==> src/rtl/mul_16bit_seq.sv <==
// Sequential shift-add multiply-accumulate: product = Q * B + R.
// Rebuilds a 16/8 divider's dividend from its quotient, divisor and
// remainder. One operation at a time, fixed 8 iterations, start/busy/done
// handshake. All outputs come straight from registers.
module mul_16bit_seq (
  input  logic        clk,
  input  logic        rst_n,
  input  logic        start,
  input  logic [15:0] Q,
  input  logic [7:0]  B,
  input  logic [15:0] R,
  output logic        busy,
  output logic        done,
  output logic [23:0] product
);

  typedef enum logic [1:0] {
    S_IDLE = 2'd0,
    S_CALC = 2'd1,
    S_DONE = 2'd2
  } state_t;

  state_t      r_state;
  logic [23:0] r_mcand;
  logic [7:0]  r_mplier;
  logic [23:0] r_acc;
  logic [2:0]  r_cnt;
  logic [23:0] r_product;
  logic        r_busy;
  logic        r_done;

  // Conditional add for the current iteration; 24 bits cannot overflow
  // because the largest possible result is 0xFFFF00.
  logic [23:0] w_acc_next;
  assign w_acc_next = r_mplier[0] ? (r_acc + r_mcand) : r_acc;

  // Control FSM plus datapath registers; busy/done are registered alongside
  // the state so no input reaches an output combinationally.
  always_ff @(posedge clk or negedge rst_n) begin
    if (!rst_n) begin
      r_state   <= S_IDLE;
      r_mcand   <= '0;
      r_mplier  <= '0;
      r_acc     <= '0;
      r_cnt     <= '0;
      r_product <= '0;
      r_busy    <= 1'b0;
      r_done    <= 1'b0;
    end else begin
      case (r_state)
        S_IDLE, S_DONE: begin
          if (start) begin
            r_mcand  <= {8'd0, Q};
            r_mplier <= B;
            r_acc    <= {8'd0, R};
            r_cnt    <= '0;
            r_state  <= S_CALC;
            r_busy   <= 1'b1;
            r_done   <= 1'b0;
          end else begin
            r_state  <= S_IDLE;
            r_busy   <= 1'b0;
            r_done   <= 1'b0;
          end
        end
        S_CALC: begin
          // start is deliberately ignored here; operands are only taken
          // when a request is accepted.
          r_acc    <= w_acc_next;
          r_mcand  <= {r_mcand[22:0], 1'b0};
          r_mplier <= {1'b0, r_mplier[7:1]};
          r_cnt    <= r_cnt + 3'd1;
          if (r_cnt == 3'd7) begin
            r_product <= w_acc_next;
            r_state   <= S_DONE;
            r_busy    <= 1'b0;
            r_done    <= 1'b1;
          end
        end
        default: begin
          r_state <= S_IDLE;
          r_busy  <= 1'b0;
          r_done  <= 1'b0;
        end
      endcase
    end
  end

  assign busy    = r_busy;
  assign done    = r_done;
  assign product = r_product;

endmodule

==> config.mk <==
export PLATFORM = sky130hd
export DESIGN_NAME = mul_16bit_seq
export DESIGN_NICKNAME = d
export VERILOG_FILES = /design/src/rtl/mul_16bit_seq.sv
export SDC_FILE = /design/constraint.sdc
export NUM_CORES = 1
export LEC_CHECK = 0
export BUFFER_PORTS_ARGS = -buffer_cell sky130_fd_sc_hd__buf_4
export CAP_MARGIN = 10
export CORE_ASPECT_RATIO = 1.25
export CORE_UTILIZATION = 35
export DETAILED_ROUTE_END_ITERATION = 10
export SLEW_MARGIN = 10
export SYNTH_ARGS = -nofsm -noshare
export SYNTH_HDL_FRONTEND = slang
export SYNTH_SLANG_ARGS = --single-unit
==> constraint.sdc <==
create_clock -name clk -period 6.25 [get_ports clk]
set_input_delay 1.5625 -clock clk [delete_from_list [all_inputs] [get_ports clk]]
set_output_delay 1.5625 -clock clk [all_outputs]
set_load 0.02 [all_outputs]
* Yosys cells after proc, flatten, opt, wreduce, memory -nomap -nowiden *
Cells that the tools add are included.
Widths: inputs -> output; s select.

word-level totals
  output and inout port bits = 26
  word-level logic and storage cells = 37
  register bits = 87
  input bits = 43

cells by class
  muxes and demuxes = 17
  add/subtract/negate cells = 2
  equality and inequality tests = 5
  reductions and logical operators = 5

operators with widths
  operator             count
  $pmux 24 s2          2
  $mux 24              3
  $add 24x24->24       1
  $pmux 8 s2           1
  $mux 8               1
  $pmux 3 s2           1
  $mux 1               5
  $ne 2x2->1 const B   2
  $pmux 2 s2           1
  $reduce_and 2->1     2
  $add 3x1->3 const B  1
  $eq 3x3->1 const B   1
  $mux 3               1
  $eq 2x1->1 const B   1
  $eq 2x2->1 const B   1
  $logic_not 2->1      1
  $mux 2               1
  $pmux 1 s2           1
  $reduce_bool 2->1    1
  $reduce_or 2->1      1

* Depth between registers and ports, before layout *
Gate-level depths: netlist (run 1).

  depth after elaboration = 4
  mapped depth = 10
  mapped depth without buffers = 10

* Least setup slack after synthesis (run 1) *
Ideal clock, no wire load.

  path type = in2reg
  start point = in start
  end point = reg r_mplier[0]
  slack = 3551 ps
  cell stages on the path = 5
  buffers on the path = 2
  required time = 6113 ps
  library setup time = 137 ps
  data arrival time = 2562 ps
  path through = nor2b_1 -> clkbuf_1 -> nor2_1 -> clkbuf_1 -> a21oi_1

between the ends
  cells in the longest elaborated chain, start to end = 2

RTL lines
  item                        RTL line  RTL
  start: declaration          8         input logic start,
  $ne 2x2->1 (no line)        n/a
  $reduce_and 2->1 (no line)  n/a
  end signal: assignment      71        r_mplier <= {1'b0, r_mplier[7:1]};
  end: declaration            25        logic [7:0] r_mplier;

Every way passes these cells.
A chain may end at the register's enable or synchronous reset.

* Worst setup path in the final report (run 1) *
  start point = reg r_state[0]
  end point = reg r_product[17] (netlist: product[17])

between the ends
  cells in the longest elaborated chain, start to end = 2

RTL lines
  item                        RTL line  RTL
  start: declaration          23        state_t r_state;
  start signal: assignment    41        r_state <= S_IDLE;
  start signal: assignment    57        r_state <= S_CALC;
  start signal: assignment    61        r_state <= S_IDLE;
  $eq 2x1->1                  50        case (r_state)
  $reduce_and 2->1 (no line)  n/a
  end signal: assignment      74        r_product <= w_acc_next;
  end: declaration            28        logic [23:0] r_product;

Every way passes these cells.

==> metrics.txt, run 1 <==
Worst-Margin Slew 1.02 ns; Yosys warning total 0; Post-CTS Resized 0; TNS Setup 0 ns; first-pass GRT wire length 21900 µm; Initial DRC Count 173; Clock Skew 0.00823 ns; Critical Path Start Type flip-flop; syn avg cell area approximately 9 µm²; Rel. slew slack a little under a third; min-delay src product[14]; Max FO, Critical Path 22; Yosys cell types 54; antenna violations before repair 0; Post-Route WL approximately 13000 µm; drt via density around 5.4; Core Area between 10000 and 15000 µm²; vias approximately 4000; Leak approximately 0.0027 µW; Max Buffers Root-to-Sink 2; GRT Util Overall between 20% and 30%; largest cells by area after synthesis dfrtp_1 (45%), ha_1 (6.6%), nor2_1 (5.4%); CTS Root Cell clkbuf_16; required time worst endpoint 6.51 ns; max capacitance violation total 0; CTS tree built; Cell Int Power roughly 2200 µW; RR Endpoint product[17]; Synth Instances ~500; unrepaired setup endpoints after global routing no; Final Util 43.7%; peak supply drop about 0.00033 V; WL/cell roughly 17 µm; Clock Sinks 86; FF+latch count, synth 86; sequential power share 26.5%; fin nets between 600 and 700; R2R Path Start r_state[0]; area grow syn2layout 21.4%; later-pin clock latency in the skew report about 0.35 ns; IO Pins 69; H-Tree Level Count 3; sequential share of the synthesized area between 40% and 50%; final hold violations 0; total gr overflow 0; Commonest cells post-synth dfrtp_1 (86), nor2_1 (69), nand2_1 (45); status finished, final reports clean; critical path endpoint category flip-flop; chip height about 130 µm; ant diodes 0; syn nets about 600; combinational power share between 50 and 60%; Post-synth ARST share 100%; drt first pass iters 4; Pwr Density roughly 700 nW/µm²; worst hold path type flip-flop to flip-flop; post-detail-place hpwl just under 10000 µm; Most used DFF post-synth dfrtp_1; post-synth top area share 45.2%; # setup viols final 0; chip width around 110 µm; Arr. time, crit path 3.15 ns; layout cells sized above 1 between 15 and 20%; Synth area leader dfrtp_1; Worst Hold Depth 1; Post-synth EDFFs 0; DRC viols 0; reg-to-reg slack, setup around 3.4 ns; CTS buffer count 9; largest net degree at the start of global routing 48; switching power share of the total 46.4%; vias in the first global route approximately 4300; Design Power 4040 µW; Setup Crit Path Kind flip-flop to flip-flop; die footprint about 14000 µm²; postcts setup bufs 0; Final Max Slew Viols 0; min cycle time layout around 2.9 ns; ANT nets after route 0; # rows between 40 and 50; PortBufs 68; mapped cell area 4760 µm²; fin crit share 46.2%; Clock Pin Slew Worst Setup and Hold Paths roughly 0.070 ns; cell with the most instances after synthesis dfrtp_1; Worst Reg-to-Reg Cells 6; Initial Util between 30% and 40%; Net Sw Power between 1500 and 2000 µW; fmax ~350 MHz; Clock power frac 15.8%; RD Place Congestion 0.881; CTS Hold Bufs 0; hold endpoint product[14]
[sequential cells by signal, indices dropped and copies added, names as in the netlist]
signal and cells:
product 24, r_mplier 8, done 1, r_state 1
r_mcand 24, busy 1, r_acc 24, r_cnt 3
[critical path, stage by stage (launching register included)]
cell,delay [ns]
dfrtp_1,0.38
nor2b_1,0.70
nand2_2,0.46
buf_4,0.35
inv_2,0.32
nand2_1,0.31
o22ai_1,0.25
[metrics by stage]
stage	hold WS, ns	worst slack (ns)	instance area [µm²]	instances
2_1_floorplan	0.454	3.55	4760	514
3_3_place_gp	0.467	3.16	5430	733
3_5_place_dp	0.471	3.08	5430	733
4_1_cts	0.485	3.29	5780	749
5_1_grt	0.519	3.04	5780	749
6_report	0.482	3.36	5780	749
[layout by cell type, fill, tap and decap left out, types with 2 or more instances in the layout]
cell type,synthesis,layout
ha_1,25,25
buf_4,0,73
nand2_1,45,45
nor3_1,5,5
a22oi_1,13,13
a31oi_1,4,4
clkbuf_16,0,9
inv_6,0,2
mux2i_1,8,8
a211o_1,2,2
a21o_1,8,8
inv_2,2,2
a22o_1,13,13
o21a_1,5,5
dfrtp_1,86,86
nor2b_1,4,4
a21oi_1,40,40
xnor2_1,11,11
o211ai_2,2,2
inv_1,9,9
nand2b_1,7,7
nor2_1,69,69
o22ai_1,27,27
o21ai_1,37,37
a211oi_2,2,2
o21ai_0,5,5
o211ai_1,3,3
nand4_1,2,2
a211oi_1,2,2
bufinv_16,0,3
xor2_1,11,11
and3_1,9,9
a221o_1,2,2
o21bai_1,4,4
nand3_1,7,7
[power by group through the flow]
stage	combinational, µW	clock, µW	sequential [µW]
floorplan	1670	0	1090
global placement	2270	0	1080
global route	2600	679	1110
detailed placement	2320	0	1080
finish	2330	636	1070
CTS	2330	651	1070
[logic make-up after synthesis]
kind of cell,share of synthesized area [%]
adders and majority gates,6.99
AOI/OAI and AO/OA,24.9
buffers and inverters,2.89
and+or+nand+nor,14.3
muxes,1.68
xor gates and xnor gates,4.05
DFF,45.2
[per-layer routing]
metal	vias to the layer above	wire length [µm]	global-route usage, %
met5	-	0	0
met4	0	354	8.18
met3	23	708	3.61
met2	111	6400	33.6
met1	1948	5640	25.5
li1	1991	-	-
[cell type report]
cell class / instances / area [µm²]
Inverter: 11 / 41.3
Tap cell: 171 / 214
Sequential cell: 86 / 2150
Fill cell: 1304 / 7450
Clock inverter: 7 / 128
Timing Repair Buffer: 73 / 548
Clock buffer: 9 / 225
Multi-Input combinational cell: 392 / 2470
[worst max path at each step]
stage	slack [ns]	startpoint	to	cells after the start
finish	3.36	r_state[0]	product[17]	6
CTS	3.29	r_state[0]	product[17]	6
detailed placement	3.08	start	r_acc[4]	6
global route	3.04	r_state[0]	product[21]	6
global placement	3.16	start	r_acc[3]	6
floorplan	3.55	start	r_mplier[0]	5
Power figures use the tool's default switching activity.
==> run 2: changes to the inputs <==
Clock period 6.25 ns to 2.59 ns, I/O delays scaled along.
==> run 2 against run 1 <==
Non-clock buffer count increased by 11; utilization rose by 0.66 points; count of clock-buffer cells in the layout is 2 higher; global-route usage down 0.076 points; fmax grew 19%; sequential share of layout area fell by 0.56 points; sequential power increased by 140%; flip-flop and latch count did not move; critical path type unchanged; critical endpoint is now product[20]; highest routed layer unchanged.
==> metrics.txt, run 2 (synthesis gave the netlist of run 1 again) <==
vias in the first global route 4336 (was 4290); area grow syn2layout 23.2% (was 21.4%); Worst-Margin Slew 1.10 ns (was 1.02 ns); fin crit share 94.0% (was 46.2%); chip height 132 µm (unchanged); Post-Route WL 13300 µm (was 13100 µm); placed insts 744 (was 733); drt first pass iters 4 (unchanged); max capacitance violation total 0 (unchanged); largest net degree at the start of global routing 50 (was 48); CTS buffer count 9 (unchanged); GRT Util Overall 20.0% (was 20.1%); # rows 47 (unchanged); ANT nets after route 0 (unchanged); Leak 0.00272 µW (was 0.00267 µW); Core Area 13200 µm² (unchanged); Clock Skew 0.00607 ns (was 0.00823 ns); worst hold path type input port to asynchronous set/reset pin (was flip-flop to flip-flop); ant diodes 0 (unchanged); most common cell after layout, fill and taps aside dfrtp_1 (unchanged); total gr overflow 0 (unchanged); H-Tree Level Count 3 (unchanged); most frequent cells in the layout dfrtp_1 (86), buf_4 (82), nor2_1 (69) (was dfrtp_1 (86), buf_4 (73), nor2_1 (69)); Max FO, Critical Path 3 (was 22); CTS Root Cell clkbuf_16 (unchanged); post-detail-place hpwl 9710 µm (was 9610 µm); final hold violations 0 (unchanged); WL/cell 17.5 µm (about the same); Most Crowded Layer GR met2 (unchanged); CTS tree built (unchanged); # setup viols final 0 (unchanged); fmax 411 MHz (was 346 MHz); Arr. time, crit path 2.68 ns (was 3.15 ns); RD Place Congestion 0.908 (was 0.881); critical path endpoint category flip-flop (unchanged); unrepaired setup endpoints after global routing no (unchanged); Clock Pin Slew Worst Setup and Hold Paths 0.06 ns (was 0.07 ns); Initial Util 36.0% (unchanged); grt met3 use 4.35% (was 3.61%); IO Pins 69 (unchanged); TNS Setup 0 ns (unchanged); die footprint 14100 µm² (unchanged); required time worst endpoint 2.84 ns (was 6.51 ns); peak supply drop 0.000667 V (was 0.000326 V); min cycle time layout 2.43 ns (was 2.89 ns); layout cells sized above 1 19.4% (was 17.6%); Initial DRC Count 241 (was 173); status finished, final reports clean (unchanged); drt via density 5.44 (about the same); later-pin clock latency in the skew report 0.34 ns (was 0.35 ns); Setup Crit Path Kind flip-flop to flip-flop (unchanged); vias 4126 (was 4073); first-pass GRT wire length 21900 µm (about the same); PortBufs 68 (unchanged); Worst Reg-to-Reg Cells 10 (was 6); met1 Track Usage GR 25.4% (was 25.5%); fin nets 653 (was 642); Max Buffers Root-to-Sink 2 (unchanged); final std cells w/o fill 759 (was 749); GR Util met2 33.2% (was 33.6%); DRC viols 0 (unchanged); Pwr Density 1680 nW/µm² (was 698 nW/µm²); chip width 106 µm (unchanged); Final Max Slew Viols 0 (unchanged); Clock Sinks 86 (unchanged); Critical Path Start Type flip-flop (unchanged); antenna violations before repair 0 (unchanged); Rel. slew slack 26.1% (was 31.5%)
## run 2: path summary, 6_finish.rpt
| path | from | to | slack, ns |
|---|---|---|---|
| max in group asynchronous | rst_n | product[6] | 1.68 |
| min in group clk | busy | busy | 0.48 |
| worst min-delay path | rst_n | r_cnt[1] | 0.27 |
| worst max register to register | r_mcand[0] | product[20] | 0.16 |
| worst max-delay path | r_mcand[0] | product[20] | 0.16 |
| worst min register to register | busy | busy | 0.48 |
## run 2: area by class of cell
class,instances,area [µm²]
tap,171,214
multi-input combinational,392,2480
fill,1302,7370
timing repair buffer,84,656
inverter,11,41.3
clock inverter,4,70.1
clock buffer,11,253
sequential,86,2150
## run 2: metal layers
metal	wire, µm	share of wire, %	vias to the layer above
met3	667	5.0	18
met2	6500	49	114
li1	-	-	2005
met4	289	2.2	0
met5	0	0	-
met1	5830	44	1989
## run 2: what timing repair did
action | CTS | global route
resized for setup | 0 | 2
setup buffers | 0 | 0
setup endpoints to repair | 0 | 5
hold buffers | 0 | 0
hold endpoints to repair | 0 | 0
## run 2: through the flow
step | power [µW] | utilization, % | instance area, µm² | setup WS, ns | hold slack [ns]
floorplan | 6660 | - | 4760 | 0.445 | 0.352
global placement | 8300 | 41.8 | 5530 | 0.149 | 0.473
detailed placement | 8380 | 41.8 | 5530 | 0.0800 | 0.469
CTS | 9860 | 44.3 | 5860 | 0.0622 | 0.290
global route | 10600 | 44.3 | 5870 | 0.0127 | 0.296
finish | 9830 | 44.3 | 5870 | 0.156 | 0.268
## run 2: worst max-delay path, cell delays in order (launching register included)
cell and delay [ns]:
dfrtp_1 0.38, ha_1 0.22, inv_1 0.07, fa_1 0.40
nand2b_1 0.18, a21oi_1 0.18, o21ai_1 0.17, nand2_1 0.19
a31oi_2 0.17, mux2i_1 0.16, a211oi_1 0.23
## run 2: power breakdown
group | switching, µW | internal, µW
combinational | 3490 | 2390
clock | 524 | 889
sequential | 518 | 2030
==> run 3: changes to the inputs <==
Settings changed: MAX_ROUTING_LAYER from default to met4.
==> run 3 against run 2 <==
Non-clock buffer count rose by 3; worst setup slack improved by 0.012 ns; flip-flop and latch count is the same; total power fell by 0.99%; utilization down 0.26 points; largest cell class unchanged.
==> metrics.txt, run 3 (synthesis gave the netlist of run 1 again) <==
Final Max Slew Viols 0 (unchanged); Post-Route WL 14000 µm (was 13300 µm); critical path endpoint category flip-flop (unchanged); largest net degree at the start of global routing 44 (was 50); die footprint 14100 µm² (unchanged); unrepaired setup endpoints after global routing yes (was no); Clock Skew 0.00596 ns (was 0.00607 ns); # rows 47 (unchanged); CTS buffer count 9 (unchanged); chip height 132 µm (unchanged); final hold slack 0.196 ns (was 0.268 ns); IO Pins 69 (unchanged); TNS Setup 0 ns (unchanged); # setup viols final 0 (unchanged); vias 4160 (was 4126); drt via density 5.46 (was 5.44); Initial DRC Count 226 (was 241); min cycle time layout 2.42 ns (was 2.43 ns); vias in the first global route 4229 (was 4336); PortBufs 68 (unchanged); FILL cells 1291 (was 1302); RD Place Congestion 0.888 (was 0.908); Pwr Density 1670 nW/µm² (was 1680 nW/µm²); final hold violations 0 (unchanged); ant diodes 0 (unchanged); layout cells sized above 1 20.0% (was 19.4%); fin crit share 93.5% (was 94.0%); placed instance area 5540 µm² (was 5530 µm²); Setup Crit Path Kind flip-flop to flip-flop (unchanged); required time worst endpoint 2.83 ns (was 2.84 ns); met1 Track Usage GR 27.8% (was 25.4%); post-route cell area 5830 µm² (was 5870 µm²); status finished, final reports clean (unchanged); GRT Util Overall 21.8% (was 20.0%); worst hold path type input port to asynchronous set/reset pin (unchanged); Initial Util 36.0% (unchanged); area grow syn2layout 22.5% (was 23.2%); Core Area 13200 µm² (unchanged); Final Util 44.1% (was 44.3%); Max FO, Critical Path 3 (unchanged); DRC viols 0 (unchanged); first-pass GRT wire length 22800 µm (was 21900 µm); grt met3 use 3.16% (was 4.35%); most frequent cells in the layout dfrtp_1 (86), buf_4 (86), nor2_1 (69) (was dfrtp_1 (86), buf_4 (82), nor2_1 (69)); Arr. time, crit path 2.67 ns (was 2.68 ns); Leak 0.00271 µW (was 0.00272 µW); drt first pass iters 4 (unchanged); post-detail-place hpwl 10300 µm (was 9710 µm); Most Crowded Layer GR met2 (unchanged); max capacitance violation total 0 (unchanged); Worst Reg-to-Reg Cells 10 (unchanged); Max Buffers Root-to-Sink 2 (unchanged); peak supply drop 0.000635 V (was 0.000667 V); Design Power 9740 µW (was 9830 µW); antenna violations before repair 0 (unchanged); GR Util met2 35.5% (was 33.2%); Sequential Area 2150 µm² (unchanged); Worst-Margin Slew 1.14 ns (was 1.10 ns); WL/cell 18.4 µm (was 17.5 µm); Multi-input gate area 2480 µm² (about the same); fin nets 656 (was 653); CTS tree built (unchanged); postcts setup bufs 0 (unchanged); CTS Root Cell clkbuf_16 (unchanged); H-Tree Level Count 3 (unchanged); fmax 413 MHz (was 411 MHz); chip width 106 µm (unchanged); total gr overflow 0 (unchanged); Critical Path Start Type flip-flop (unchanged); ANT nets after route 0 (unchanged); later-pin clock latency in the skew report 0.34 ns (about the same); Clock Pin Slew Worst Setup and Hold Paths 0.06 ns (about the same); Clock Sinks 86 (unchanged); Rel. slew slack 23.5% (was 26.1%)
[run 3: layer usage]
layer / vias up / routed length [µm]
li1: 2011 / -
met1: 2031 / 6300
met2: 98 / 6990
met3: 20 / 525
met4: 0 / 230
met5: - / 0
[run 3: worst paths after layout]
kind,from,to,slack [ns]
max reg2reg,r_mcand[0],product[20],0.17
max in group asynchronous,rst_n,product[8],1.76
min reg2reg,busy,busy,0.48
max,r_mcand[0],product[20],0.17
min in group clk,busy,busy,0.48
min,rst_n,r_mplier[2],0.20
[run 3: worst max-delay path: stages (launching register included)]
cell      delay (ns)
dfrtp_1         0.39
ha_1            0.22
inv_1           0.07
fa_1            0.40
nand2b_1        0.19
a21oi_2         0.15
o21ai_1         0.16
nand2_1         0.19
a31oi_2         0.17
mux2i_1         0.16
a211oi_1        0.23
[run 3: stage by stage]
step,instances,setup WS (ns)
5_1_grt,762,-0.00290
3_3_place_gp,747,0.113
4_1_cts,762,0.0369
2_1_floorplan,514,0.445
6_report,762,0.168
3_5_place_dp,747,0.0608
[run 3: cell type report]
type	count	share of cell area, %
Tap cell	171	3.67
Inverter	11	0.708
Multi-Input combinational cell	392	42.6
Clock buffer	11	4.33
Clock inverter	4	0.386
Sequential cell	86	36.9
Timing Repair Buffer	87	11.4
[run 3: report_power, final]
part	internal (µW)	total, µW	switching (µW)
Clock	693	1240	543
Combinational	2400	5970	3560
Sequential	2020	2530	510
[run 3: what timing repair did]
action                                  CTS  global route
endpoints found under the setup margin    0             7
hold buffers                              0             0
resized for setup                         0             3
hold endpoints to repair                  0             0
